$ cat src/rtl/nco_pkg.sv
// Shared constants, loader state encoding and the detune saturation helper for the NCO.
package nco_pkg;
   localparam int NOTE_W    = 7;
   localparam int STEP_W    = 16;
   localparam int ACC_W_DEF = 16;
   localparam int DETUNE_W  = 8;

   typedef enum logic [1:0] {
      S_IDLE,
      S_LOOKUP,
      S_CAPTURE
   } load_state_t;

   // Two guard bits hold both the sign and the overflow past 16 bits.
   function automatic logic [STEP_W-1:0] sat_step(input logic [STEP_W-1:0]   step,
                                                 input logic [DETUNE_W-1:0] detune);
      logic signed [STEP_W+1:0] sum;
      sum = $signed({2'b00, step})
          + $signed({{(STEP_W+2-DETUNE_W){detune[DETUNE_W-1]}}, detune});
      if (sum < 0)
         return '0;
      else if (sum > $signed({2'b00, {STEP_W{1'b1}}}))
         return '1;
      else
         return sum[STEP_W-1:0];
   endfunction
endpackage

$ cat src/rtl/nco_step_loader.sv
// Note handshake, step_size_rom lookup FSM and step register.
// With NCO_DETUNE_EN defined, a saturated detuned step is registered alongside step_q.
module nco_step_loader
   import nco_pkg::*;
(
   input  logic              CLK,
   input  logic              RST,
   input  logic              CE,
   input  logic              NOTE_VALID,
   input  logic [NOTE_W-1:0] NOTE,
   output logic              NOTE_READY,
   output logic              ROM_CE,
   output logic [NOTE_W-1:0] ROM_A,
   input  logic [STEP_W-1:0] ROM_D,
`ifdef NCO_DETUNE_EN
   input  logic [DETUNE_W-1:0] DETUNE,
`endif
   output logic [STEP_W-1:0] step_eff
);
   load_state_t       state;
   logic [NOTE_W-1:0] note_q;
   logic [STEP_W-1:0] step_q;
   logic              rom_en_q;
   logic              ready_q;

   // NOTE: sequential state uses non-blocking assignments so every register samples pre-edge values.
   always_ff @(posedge CLK) begin
      if (RST) begin
         state    <= S_IDLE;
         note_q   <= '0;
         step_q   <= '0;
         rom_en_q <= 1'b0;
         ready_q  <= 1'b1;
      end else if (CE) begin
         rom_en_q <= 1'b0;
         ready_q  <= 1'b0;
         case (state)
            S_IDLE: begin
               if (NOTE_VALID) begin
                  note_q   <= NOTE;
                  rom_en_q <= 1'b1;
                  state    <= S_LOOKUP;
               end else begin
                  ready_q <= 1'b1;
               end
            end
            S_LOOKUP:  state <= S_CAPTURE;
            S_CAPTURE: begin
               step_q  <= ROM_D;
               ready_q <= 1'b1;
               state   <= S_IDLE;
            end
            default: begin
               ready_q <= 1'b1;
               state   <= S_IDLE;
            end
         endcase
      end
   end

   // The ROM shares CE, so gating its enable keeps ROM_D stable through a stall.
   assign ROM_CE     = rom_en_q & CE;
   assign ROM_A      = note_q;
   assign NOTE_READY = ready_q;

`ifdef NCO_DETUNE_EN
   logic [STEP_W-1:0] eff_q;

   always_ff @(posedge CLK) begin
      if (RST)
         eff_q <= '0;
      else if (CE && state == S_CAPTURE)
         eff_q <= sat_step(ROM_D, DETUNE);
   end

   assign step_eff = eff_q;
`else
   assign step_eff = step_q;
`endif
endmodule

$ cat src/rtl/nco_phase_acc.sv
// NCO phase accumulator: loads a step per MIDI note and advances the phase on each sample tick.
// Optional feature macro: NCO_DETUNE_EN adds the signed DETUNE fine offset.
module nco_phase_acc
   import nco_pkg::*;
#(
   parameter int ACC_W = ACC_W_DEF
) (
   input  logic              CLK,
   input  logic              RST,
   input  logic              CE,
   input  logic              SAMPLE_TICK,
   input  logic              GATE,
   input  logic              NOTE_VALID,
   input  logic [NOTE_W-1:0] NOTE,
   output logic              NOTE_READY,
   output logic              ROM_CE,
   output logic [NOTE_W-1:0] ROM_A,
   input  logic [STEP_W-1:0] ROM_D,
`ifdef NCO_DETUNE_EN
   input  logic [DETUNE_W-1:0] DETUNE,
`endif
   output logic [ACC_W-1:0]  PHASE,
   output logic              PHASE_VALID,
   output logic              WRAP
);
   logic [STEP_W-1:0] step_eff;
   logic [ACC_W:0]    sum;

   nco_step_loader u_loader (
      .CLK        (CLK),
      .RST        (RST),
      .CE         (CE),
      .NOTE_VALID (NOTE_VALID),
      .NOTE       (NOTE),
      .NOTE_READY (NOTE_READY),
      .ROM_CE     (ROM_CE),
      .ROM_A      (ROM_A),
      .ROM_D      (ROM_D),
`ifdef NCO_DETUNE_EN
      .DETUNE     (DETUNE),
`endif
      .step_eff   (step_eff)
   );

   // One extra bit captures the carry-out that becomes WRAP.
   assign sum = {1'b0, PHASE} + {{(ACC_W + 1 - STEP_W){1'b0}}, step_eff};

   always_ff @(posedge CLK) begin
      if (RST) begin
         PHASE       <= '0;
         WRAP        <= 1'b0;
         PHASE_VALID <= 1'b0;
      end else if (CE) begin
         if (SAMPLE_TICK) begin
            PHASE_VALID <= 1'b1;
            if (GATE) begin
               {WRAP, PHASE} <= sum;
            end else begin
               PHASE <= '0;
               WRAP  <= 1'b0;
            end
         end else begin
            WRAP        <= 1'b0;
            PHASE_VALID <= 1'b0;
         end
      end
   end
endmodule

$ cat config.mk
export PLATFORM = sky130hd
export DESIGN_NAME = nco_phase_acc
export DESIGN_NICKNAME = d
export VERILOG_FILES = /design/src/rtl/nco_pkg.sv /design/src/rtl/nco_step_loader.sv /design/src/rtl/nco_phase_acc.sv
export SDC_FILE = /design/constraint.sdc
export NUM_CORES = 1
export LEC_CHECK = 0
export CAP_MARGIN = 20
export CORE_ASPECT_RATIO = 0.6
export CORE_MARGIN = 5
export CORE_UTILIZATION = 54
export CTS_CLUSTER_DIAMETER = 30
export DETAILED_ROUTE_END_ITERATION = 12
export PLACE_DENSITY = 0.89
export SLEW_MARGIN = 20
export SYNTH_ARGS = -nofsm -noshare
export SYNTH_HDL_FRONTEND = slang
export SYNTH_HIERARCHICAL = 1
export SYNTH_SLANG_ARGS = --single-unit
$ cat constraint.sdc
create_clock -name CLK -period 5.5 [get_ports CLK]
set_input_delay 1.375 -clock CLK [delete_from_list [all_inputs] [get_ports CLK]]
set_output_delay 1.375 -clock CLK [all_outputs]
set_load 0.01 [all_outputs]
==> results of run 1 <==
## state kept, by name (all words and copies together), names as in the netlist
name                 flops
PHASE                   16
u_loader/step_eff       16
u_loader/ROM_A           7
u_loader/state           2
PHASE_VALID              1
WRAP                     1
u_loader/NOTE_READY      1
u_loader/rom_en_q        1
## metrics by stage
stage | util (%) | area, um^2 | setup slack [ps] | power [W]
after floorplan | - | 2410 | 2450 | 0.000371
after global placement | 70.4 | 2970 | 1280 | 0.000404
after detailed placement | 70.4 | 2970 | 1250 | 0.000405
after CTS | 73.2 | 3080 | 1250 | 0.000657
after global routing | 73.2 | 3080 | 1140 | 0.000681
final | 73.2 | 3080 | 1250 | 0.000655
## power groups by stage
stage	clock [W]	sequential [W]	combinational (W)
after detailed placement	0	0.000343	0.0000620
after global placement	0	0.000343	0.0000609
after floorplan	0	0.000344	0.0000269
after global routing	0.000277	0.000336	0.0000676
final	0.000257	0.000335	0.0000626
after CTS	0.000259	0.000335	0.0000627
## kinds of logic (layout without fill, tap and decap cells)
kind of cell             after synthesis  in the layout  share of synthesized area [%]
AO/OA/AOI/OAI                         76             76                           21.3
XOR/XNOR                               6              6                           2.18
adder cells (fa/ha/maj)               17             17                           9.15
buffers and inverters                 17             71                           4.11
flip-flops                            45             45                           37.4
multiplexers                           9              9                           3.74
AND/OR/NAND/NOR                      110            110                           22.1
## metal layers
layer  GRT usage, %  vias up  routed length, um
met5              0        -                  0
li1               -     1101                  -
met2           32.9       81               2570
met1           30.1     1033               2830
met4           4.45        0                 29
met3           7.10        5                586
## worst paths after layout
path / startpoint / endpoint / depth (start not counted)
hold / removal: PHASE[10] / PHASE[10] / 2
setup reg to reg: PHASE[0] / WRAP / 9
hold reg to reg: PHASE[10] / PHASE[10] / 2
setup / recovery: CE / ROM_CE / 3
## area by class of cell
class / count / share of cell area, %
repair buffers: 56 / 18.1
inverters: 7 / 0.852
multi-input cells: 218 / 45.6
clock inverters: 1 / 0.974
flip-flops and latches: 45 / 29.2
well taps: 60 / 2.44
clock buffers: 7 / 2.80
## critical path: cells and delay by family
family        cells  cell delay [ps]
simple gates      1              200
buf+inv           2             1300
## cells in the final DEF (no fill, tap or decap), drive strengths merged, types with 2 or more instances in the layout
cell	count
nor3b	3
a21oi	38
o21bai	2
or4	2
xor2	2
nor3	2
nand2b	3
nand2	52
o211ai	3
o21ai	10
o31ai	2
a21boi	3
a21o	5
nor2	22
xnor2	4
a221oi	2
dfxtp	45
a22oi	4
nand4	2
mux2i	9
inv	7
nand3b	2
clkdlybuf4s50	55
and3	3
or3	3
a32o	2
clkbuf	7
nand3	9
ha	16
==> reports/metrics.csv, run 1 <==
stage,metric,value,unit
outcome,status,finished clean,
pwr,Leakage,1.26,nW
finish,Area growth syn-to-layout,28.1,%
clock_network,H-tree levels,2,
logic_synthesis,synth warn,6,
logic_synthesis,post-synth top area cell,dfxtp_1,
finish,multi-input logic area,1410,um^2
pwr,Pwr per Cell Area,213,nW/um^2
die,Die Y,61.7,um
pwr,P_sw,0.000142,W
critical_path,reg2reg setup slack,2920,ps
clock_network,clock sink count,45,
sta,Tmin final,4250,ps
logic_synthesis,most common cell in the synthesized netlist,nand2_1,
logic_synthesis,Yosys reg bits,45,
critical_path,Worst EP required,4120,ps
clock_network,Root Buffer,clkbuf_8,
grt,vias in the first global route,2091,
logic_synthesis,Synth cell types,52,
detailed_routing,vias,2220,
grt,All-Layer GR Usage,21.6,%
detailed_routing,DRC Markers,0,
grt,GRT Residual Overflow,0,
logic_synthesis,Post-synth ARST share,0,%
sta,clk_skew,6.51,ps
critical_path,critical path arrival,2870,ps
die,core area,4210,um^2
critical_path,worst-path cell chain,clkdlybuf4s50_1 -> and2_1 -> clkdlybuf4s50_1,
hold_path,Worst Hold Class,flip-flop to flip-flop,
detailed_routing,WL/cell,15.3,um
grt,antenna violations before repair,0,
grt,largest net degree at the start of global routing,38,
logic_synthesis,"EDFF count, synth",0,
pwr,power share of the sequential group,51.2,%
pwr,sw frac,21.6,%
clock_network,CTS tree,built,
clock_network,Hold Buf Count CTS,0,
critical_path,CP Launch Type,input pin,
job,Max-Cap Viols,0,
clock_network,insertion delay to the later sink of the worst-skew pair,300,ps
logic_synthesis,area share of the largest cell type after synthesis,37.4,%
die,Initial Util,57.1,%
placed_design,Detail Placement HPWL,4430,um
logic_synthesis,Syn Nets,326,
sta,Slew @ Worst Pin,933,ps
sta,Fin. Hold Viols,0,
finish,FF+latch area,901,um^2
sta,Max Slew Vio Count,0,
placed_design,# port buffers,55,
finish,Fill cells,329,
die,Die W,96.2,um
sta,RSZ-0062 raised after global routing,false,
pwr,Worst VDD drop,0.131,mV
pwr,Gate power share,9.6,%
logic_synthesis,"Seq/Total Area, Yosys",37.4,%
grt,first-pass GRT wire length,9780,um
die,Rows,18,
sta,Post-Route Setup TNS,0,ps
critical_path,Setup crit end kind,output port,
critical_path,Slowest cell on crit path,clkdlybuf4s50_1,
die,I/O pin count,56,
logic_synthesis,Most used DFF post-synth,dfxtp_1,
detailed_routing,first drt pass iteration count,4,
critical_path,Setup CP Type,input pin to output port,
clock_network,Resized cells post-CTS,0,
sta,Final Cycle Share,77.3,%
detailed_routing,post-route ant nets,0,
logic_synthesis,largest cells by area after synthesis,"dfxtp_1 (37%), ha_1 (8.3%), nand2_1 (7.5%), a21oi_1 (5.4%), a21oi_2 (4.4%)",
sta,Min Hold Slack,469,ps
placed_design,placed cells,386,
clock_network,clock-pin slew on the worst setup and hold paths,80,ps
clock_network,maximum clock path buffer count,2,
critical_path,largest stage delay on the critical path,770,ps
clock_network,Setup Buffers After CTS,0,
critical_path,CP most frequent cell,clkdlybuf4s50_1,
sta,relative slew slack,37.8,%
finish,layout cells sized above 1,8.08,%
sta,fmax,235,MHz
logic_synthesis,most frequent cells after synthesis,"nand2_1 (48), dfxtp_1 (45), a21oi_1 (26)",
pwr,P_int,0.000514,W
clock_network,CTS buffer count,5,
detailed_routing,Vias per Instance,5.63,
logic_synthesis,average cell area after synthesis,8.59,um^2
finish,final net count,379,
logic_synthesis,Synth Instances,280,
sta,final setup vio count,0,
finish,Post-Layout Cell Count,394,
die,die area,5930,um^2
placed_design,placer's final routability congestion estimate,0.878,
pwr,Clk pwr share,39.3,%
logic_synthesis,post-synthesis cell area,2410,um^2
finish,# diodes,0,
detailed_routing,final wirelength,6010,um
detailed_routing,DR iter-0 viols,163,
critical_path,crit path max fanout,16,
Note: power is estimated with default switching activity, not from simulation.
==> run 2, diff against run 1 <==
--- a/config.mk
+++ b/config.mk
@@ -8,10 +8,10 @@
 export CAP_MARGIN = 20
 export CORE_ASPECT_RATIO = 0.6
 export CORE_MARGIN = 5
-export CORE_UTILIZATION = 54
+export CORE_UTILIZATION = 45
 export CTS_CLUSTER_DIAMETER = 30
 export DETAILED_ROUTE_END_ITERATION = 12
-export PLACE_DENSITY = 0.89
+export PLACE_DENSITY = 0.8
 export SLEW_MARGIN = 20
 export SYNTH_ARGS = -nofsm -noshare
 export SYNTH_HDL_FRONTEND = slang
==> constraint.sdc (replaced) <==
create_clock -name CLK -period 3.4 [get_ports CLK]
set_input_delay 0.85 -clock CLK [delete_from_list [all_inputs] [get_ports CLK]]
set_output_delay 0.85 -clock CLK [all_outputs]
set_load 0.01 [all_outputs]
==> reports/metrics.csv, run 2 (synthesis gave the netlist of run 1 again) <==
stage,metric,value,unit
pwr,Pwr per Cell Area,325,nW/um^2
detailed_routing,Vias per Instance,5.41,
grt,GRT Residual Overflow,0,
clock_network,H-tree levels,2,
critical_path,crit path max fanout,2,
grt,antenna violations before repair,0,
finish,final net count,381,
clock_network,insertion delay to the later sink of the worst-skew pair,290,ps
pwr,PnR Total Power,0.00100,W
clock_network,Root Buffer,clkbuf_8,
die,Die W,104,um
sta,final setup vio count,0,
finish,# diodes,0,
sta,Fin. Hold Viols,0,
sta,RSZ-0062 raised after global routing,false,
detailed_routing,first drt pass iteration count,4,
sta,Slew @ Worst Pin,906,ps
die,Initial Util,46.9,%
hold_path,WHS Path Cells,2,
placed_design,Placed Instance Area,2990,um^2
placed_design,Detail Placement HPWL,4670,um
critical_path,Worst EP required,2550,ps
die,Rows,20,
critical_path,Setup CP Type,input pin to output port,
sta,Max Slew Vio Count,0,
finish,final instance area,3090,um^2
clock_network,clock sink count,45,
placed_design,placer's final routability congestion estimate,0.869,
clock_network,CTS buffer count,5,
sta,Post-Route Setup TNS,0,ps
hold_path,Worst Hold Class,flip-flop to flip-flop,
sta,Final Cycle Share,83.3,%
finish,Area growth syn-to-layout,28.4,%
clock_network,maximum clock path buffer count,2,
critical_path,R2R cell count,9,
clock_network,Setup Buffers After CTS,0,
sta,relative slew slack,39.6,%
outcome,status,finished clean,
sta,Min Hold Slack,469,ps
finish,Fill cells,461,
die,Die Y,66.6,um
clock_network,CTS tree,built,
grt,largest net degree at the start of global routing,30,
die,die area,6960,um^2
detailed_routing,DRC Markers,0,
grt,vias in the first global route,2030,
critical_path,critical path arrival,1980,ps
sta,fmax,353,MHz
pwr,Worst VDD drop,0.260,mV
sta,clk_skew,2.76,ps
sta,Tmin final,2830,ps
critical_path,Setup crit end kind,output port,
clock_network,clock-pin slew on the worst setup and hold paths,90,ps
job,Max-Cap Viols,0,
detailed_routing,post-route ant nets,0,
critical_path,CP Launch Type,input pin,
clock_network,Hold Buf Count CTS,0,
die,core area,5130,um^2
finish,"commonest cells after routing, fill and taps aside","clkdlybuf4s50_1 (55), nand2_1 (48), dfxtp_1 (45), a21oi_1 (26), nor2_1 (22)",
clock_network,Resized cells post-CTS,0,
placed_design,# port buffers,55,
detailed_routing,DR iter-0 viols,141,
grt,first-pass GRT wire length,9850,um
die,I/O pin count,56,
grt,All-Layer GR Usage,17.4,%
finish,"most common cell after layout, fill and taps aside",clkdlybuf4s50_1,
detailed_routing,final wirelength,6030,um
finish,layout cells sized above 1,8.93,%
detailed_routing,WL/cell,15.0,um
detailed_routing,vias,2173,
pwr,Leakage,1.26,nW
==> run 2: cell types whose count changed in the layout (fill, tap and decap cells not counted), sizes merged <==
cell	delta
buf	+2
bufinv	-1
clkbuf	-1
clkinv	+1
inv	+1
==> run 2: layout make-up <==
cell class                 instances  area (um^2)  share of cell area, %
multi-input combinational        218         1410                   45.5
sequential                        45          901                   29.2
timing repair buffer              58          573                   18.6
clock buffer                       6         82.6                   2.67
tap                               66         82.6                   2.67
inverter                           7         26.3                  0.851
clock inverter                     2         17.5                  0.567
==> run 2: critical path, stage by stage <==
cell and delay (ps):
clkdlybuf4s50_1 470, and2_1 120, clkdlybuf4s50_1 530
==> run 2: path summary, 6_finish.rpt <==
check                 to         from  slack [ps]
min reg2reg  PHASE_VALID  PHASE_VALID         470
max reg2reg    PHASE[12]     PHASE[0]         890
min          PHASE_VALID  PHASE_VALID         470
max               ROM_CE           CE         570
==> run 2: where the power goes <==
part | internal (W) | switching [W]
Sequential | 0.000536 | 0.00000657
Clock | 0.000169 | 0.000192
Combinational | 0.0000560 | 0.0000448
==> run 2: layer usage <==
layer  global-route usage [%]  routed length, um
met1                     23.9               2860
met2                     27.1               2610
met3                     6.58                554
met4                     1.62                  0
met5                        0                  0
==> run 2: through the flow <==
step	utilization [%]	setup WS [ps]	cells
6_report	60.2	567	402
3_3_place_gp	58.3	569	394
3_5_place_dp	58.3	570	394
4_1_cts	60.2	558	402
5_1_grt	60.2	502	402
2_1_floorplan	-	1160	280
==> run 3, diff against run 2 <==
==> constraint.sdc (replaced) <==
create_clock -name CLK -period 2.52 [get_ports CLK]
set_input_delay 0.63 -clock CLK [delete_from_list [all_inputs] [get_ports CLK]]
set_output_delay 0.63 -clock CLK [all_outputs]
set_load 0.01 [all_outputs]
==> reports/metrics.csv, run 3 (synthesis gave the netlist of run 1 again) <==
stage,metric,value,unit
finish,final net count,388,
sta,fmax,419,MHz
sta,clk_skew,5.72,ps
critical_path,crit path max fanout,2,
detailed_routing,final wirelength,6140,um
placed_design,Detail Placement HPWL,4740,um
sta,Tmin final,2390,ps
finish,FF+latch area,901,um^2
die,Die W,104,um
placed_design,placer's final routability congestion estimate,0.900,
detailed_routing,post-route ant nets,0,
hold_path,WHS Path Cells,2,
grt,GRT Residual Overflow,0,
critical_path,worst reg2reg endpoint,PHASE[14],
sta,Final Cycle Share,94.7,%
sta,relative slew slack,72.3,%
clock_network,H-tree levels,2,
detailed_routing,DRC Markers,0,
critical_path,Worst EP required,1890,ps
finish,Fill cells,474,
detailed_routing,first drt pass iteration count,4,
sta,final worst setup slack,134,ps
grt,first-pass GRT wire length,10000,um
hold_path,Worst Hold Class,flip-flop to flip-flop,
grt,All-Layer GR Usage,17.9,%
die,die area,6960,um^2
sta,Fin. Hold Viols,0,
die,I/O pin count,56,
critical_path,reg2reg setup slack,200,ps
clock_network,clock-pin slew on the worst setup and hold paths,80,ps
pwr,Leakage,1.28,nW
sta,Slew @ Worst Pin,416,ps
finish,# diodes,0,
hold_path,hold wc startpoint,u_loader/step_eff[10],
detailed_routing,vias,2219,
sta,final setup vio count,0,
critical_path,R2R cell count,9,
critical_path,worst r2r src,PHASE[0],
clock_network,maximum clock path buffer count,2,
placed_design,# port buffers,55,
critical_path,critical path arrival,1760,ps
sta,Max Slew Vio Count,0,
die,core area,5130,um^2
job,Max-Cap Viols,0,
pwr,Worst VDD drop,0.201,mV
critical_path,Setup crit end kind,output port,
sta,Post-Route Setup TNS,0,ps
finish,"commonest cells after routing, fill and taps aside","clkdlybuf4s50_1 (55), nand2_1 (48), dfxtp_1 (45), a21oi_1 (26), nor2_1 (22)",
pwr,Pwr per Cell Area,422,nW/um^2
grt,largest net degree at the start of global routing,31,
detailed_routing,Vias per Instance,5.43,
clock_network,clock sink count,45,
clock_network,Hold Buf Count CTS,0,
clock_network,CTS tree,built,
clock_network,Setup Buffers After CTS,0,
outcome,status,finished clean,
placed_design,pre-CTS WS,140,ps
clock_network,CTS buffer count,5,
clock_network,Resized cells post-CTS,0,
sta,RSZ-0062 raised after global routing,false,
die,Rows,20,
clock_network,Root Buffer,clkbuf_8,
critical_path,CP Launch Type,input pin,
detailed_routing,DR iter-0 viols,118,
critical_path,Setup CP Type,input pin to output port,
die,Initial Util,46.9,%
clock_network,insertion delay to the later sink of the worst-skew pair,300,ps
hold_path,hold path endpoint,u_loader/step_eff[10],
finish,multi-input logic area,1410,um^2
finish,layout cells sized above 1,10.5,%
grt,vias in the first global route,2109,
finish,"most common cell after layout, fill and taps aside",clkdlybuf4s50_1,
detailed_routing,WL/cell,15.0,um
die,Die Y,66.6,um
finish,Area growth syn-to-layout,30.6,%
grt,antenna violations before repair,0,
==> run 3: cell count changes in the layout (fill, tap and decap cells not counted), sizes merged <==
cell	delta
buf	+7
inv	-1
clkinvlp	+2
clkinv	-1
==> run 3: routing by layer <==
metal  part of all wire [%]  track usage, %  wire, um
met4                   0.47            4.68        29
met3                    9.7            6.68       595
met1                     47            24.0      2890
met5                      0               0         0
met2                     43            27.1      2630
==> run 3: stage by stage <==
stage | utilization, % | total power [W] | area [um^2] | hold WS (ps) | std cells
2_1_floorplan | - | 0.000809 | 2410 | 440 | 280
3_3_place_gp | 59.5 | 0.000890 | 3050 | 454 | 401
3_5_place_dp | 59.5 | 0.000893 | 3050 | 459 | 401
4_1_cts | 61.2 | 0.00135 | 3140 | 472 | 409
5_1_grt | 61.2 | 0.00140 | 3140 | 490 | 409
6_report | 61.2 | 0.00133 | 3140 | 469 | 409
==> run 3: power breakdown <==
group	switching [W]	internal [W]
clock	0.000255	0.000196
sequential	0.00000919	0.000724
combinational	0.0000626	0.0000813
total	0.000326	0.00100
==> run 3: how the worst max path moves through the flow <==
| stage | start | endpoint | cells past startpoint |
|---|---|---|---|
| 5_1_grt | PHASE[0] | PHASE[12] | 9 |
| 3_3_place_gp | CE | ROM_CE | 3 |
| 2_1_floorplan | PHASE[0] | PHASE[14] | 9 |
| 4_1_cts | CE | ROM_CE | 3 |
| 6_report | CE | ROM_CE | 3 |
| 3_5_place_dp | CE | ROM_CE | 3 |
==> run 3: cell type report <==
| cell class | count | area share [%] |
|---|---|---|
| inverters | 7 | 0.836 |
| flip-flops and latches | 45 | 28.7 |
| well taps | 66 | 2.63 |
| clock inverters | 2 | 0.478 |
| clock buffers | 6 | 2.31 |
| repair buffers | 65 | 20.3 |
| multi-input cells | 218 | 44.8 |
==> run 3: critical path, cell delays in order <==
cell and delay [ps]:
clkdlybuf4s50_1 470, and2_1 120, clkdlybuf4s50_1 530
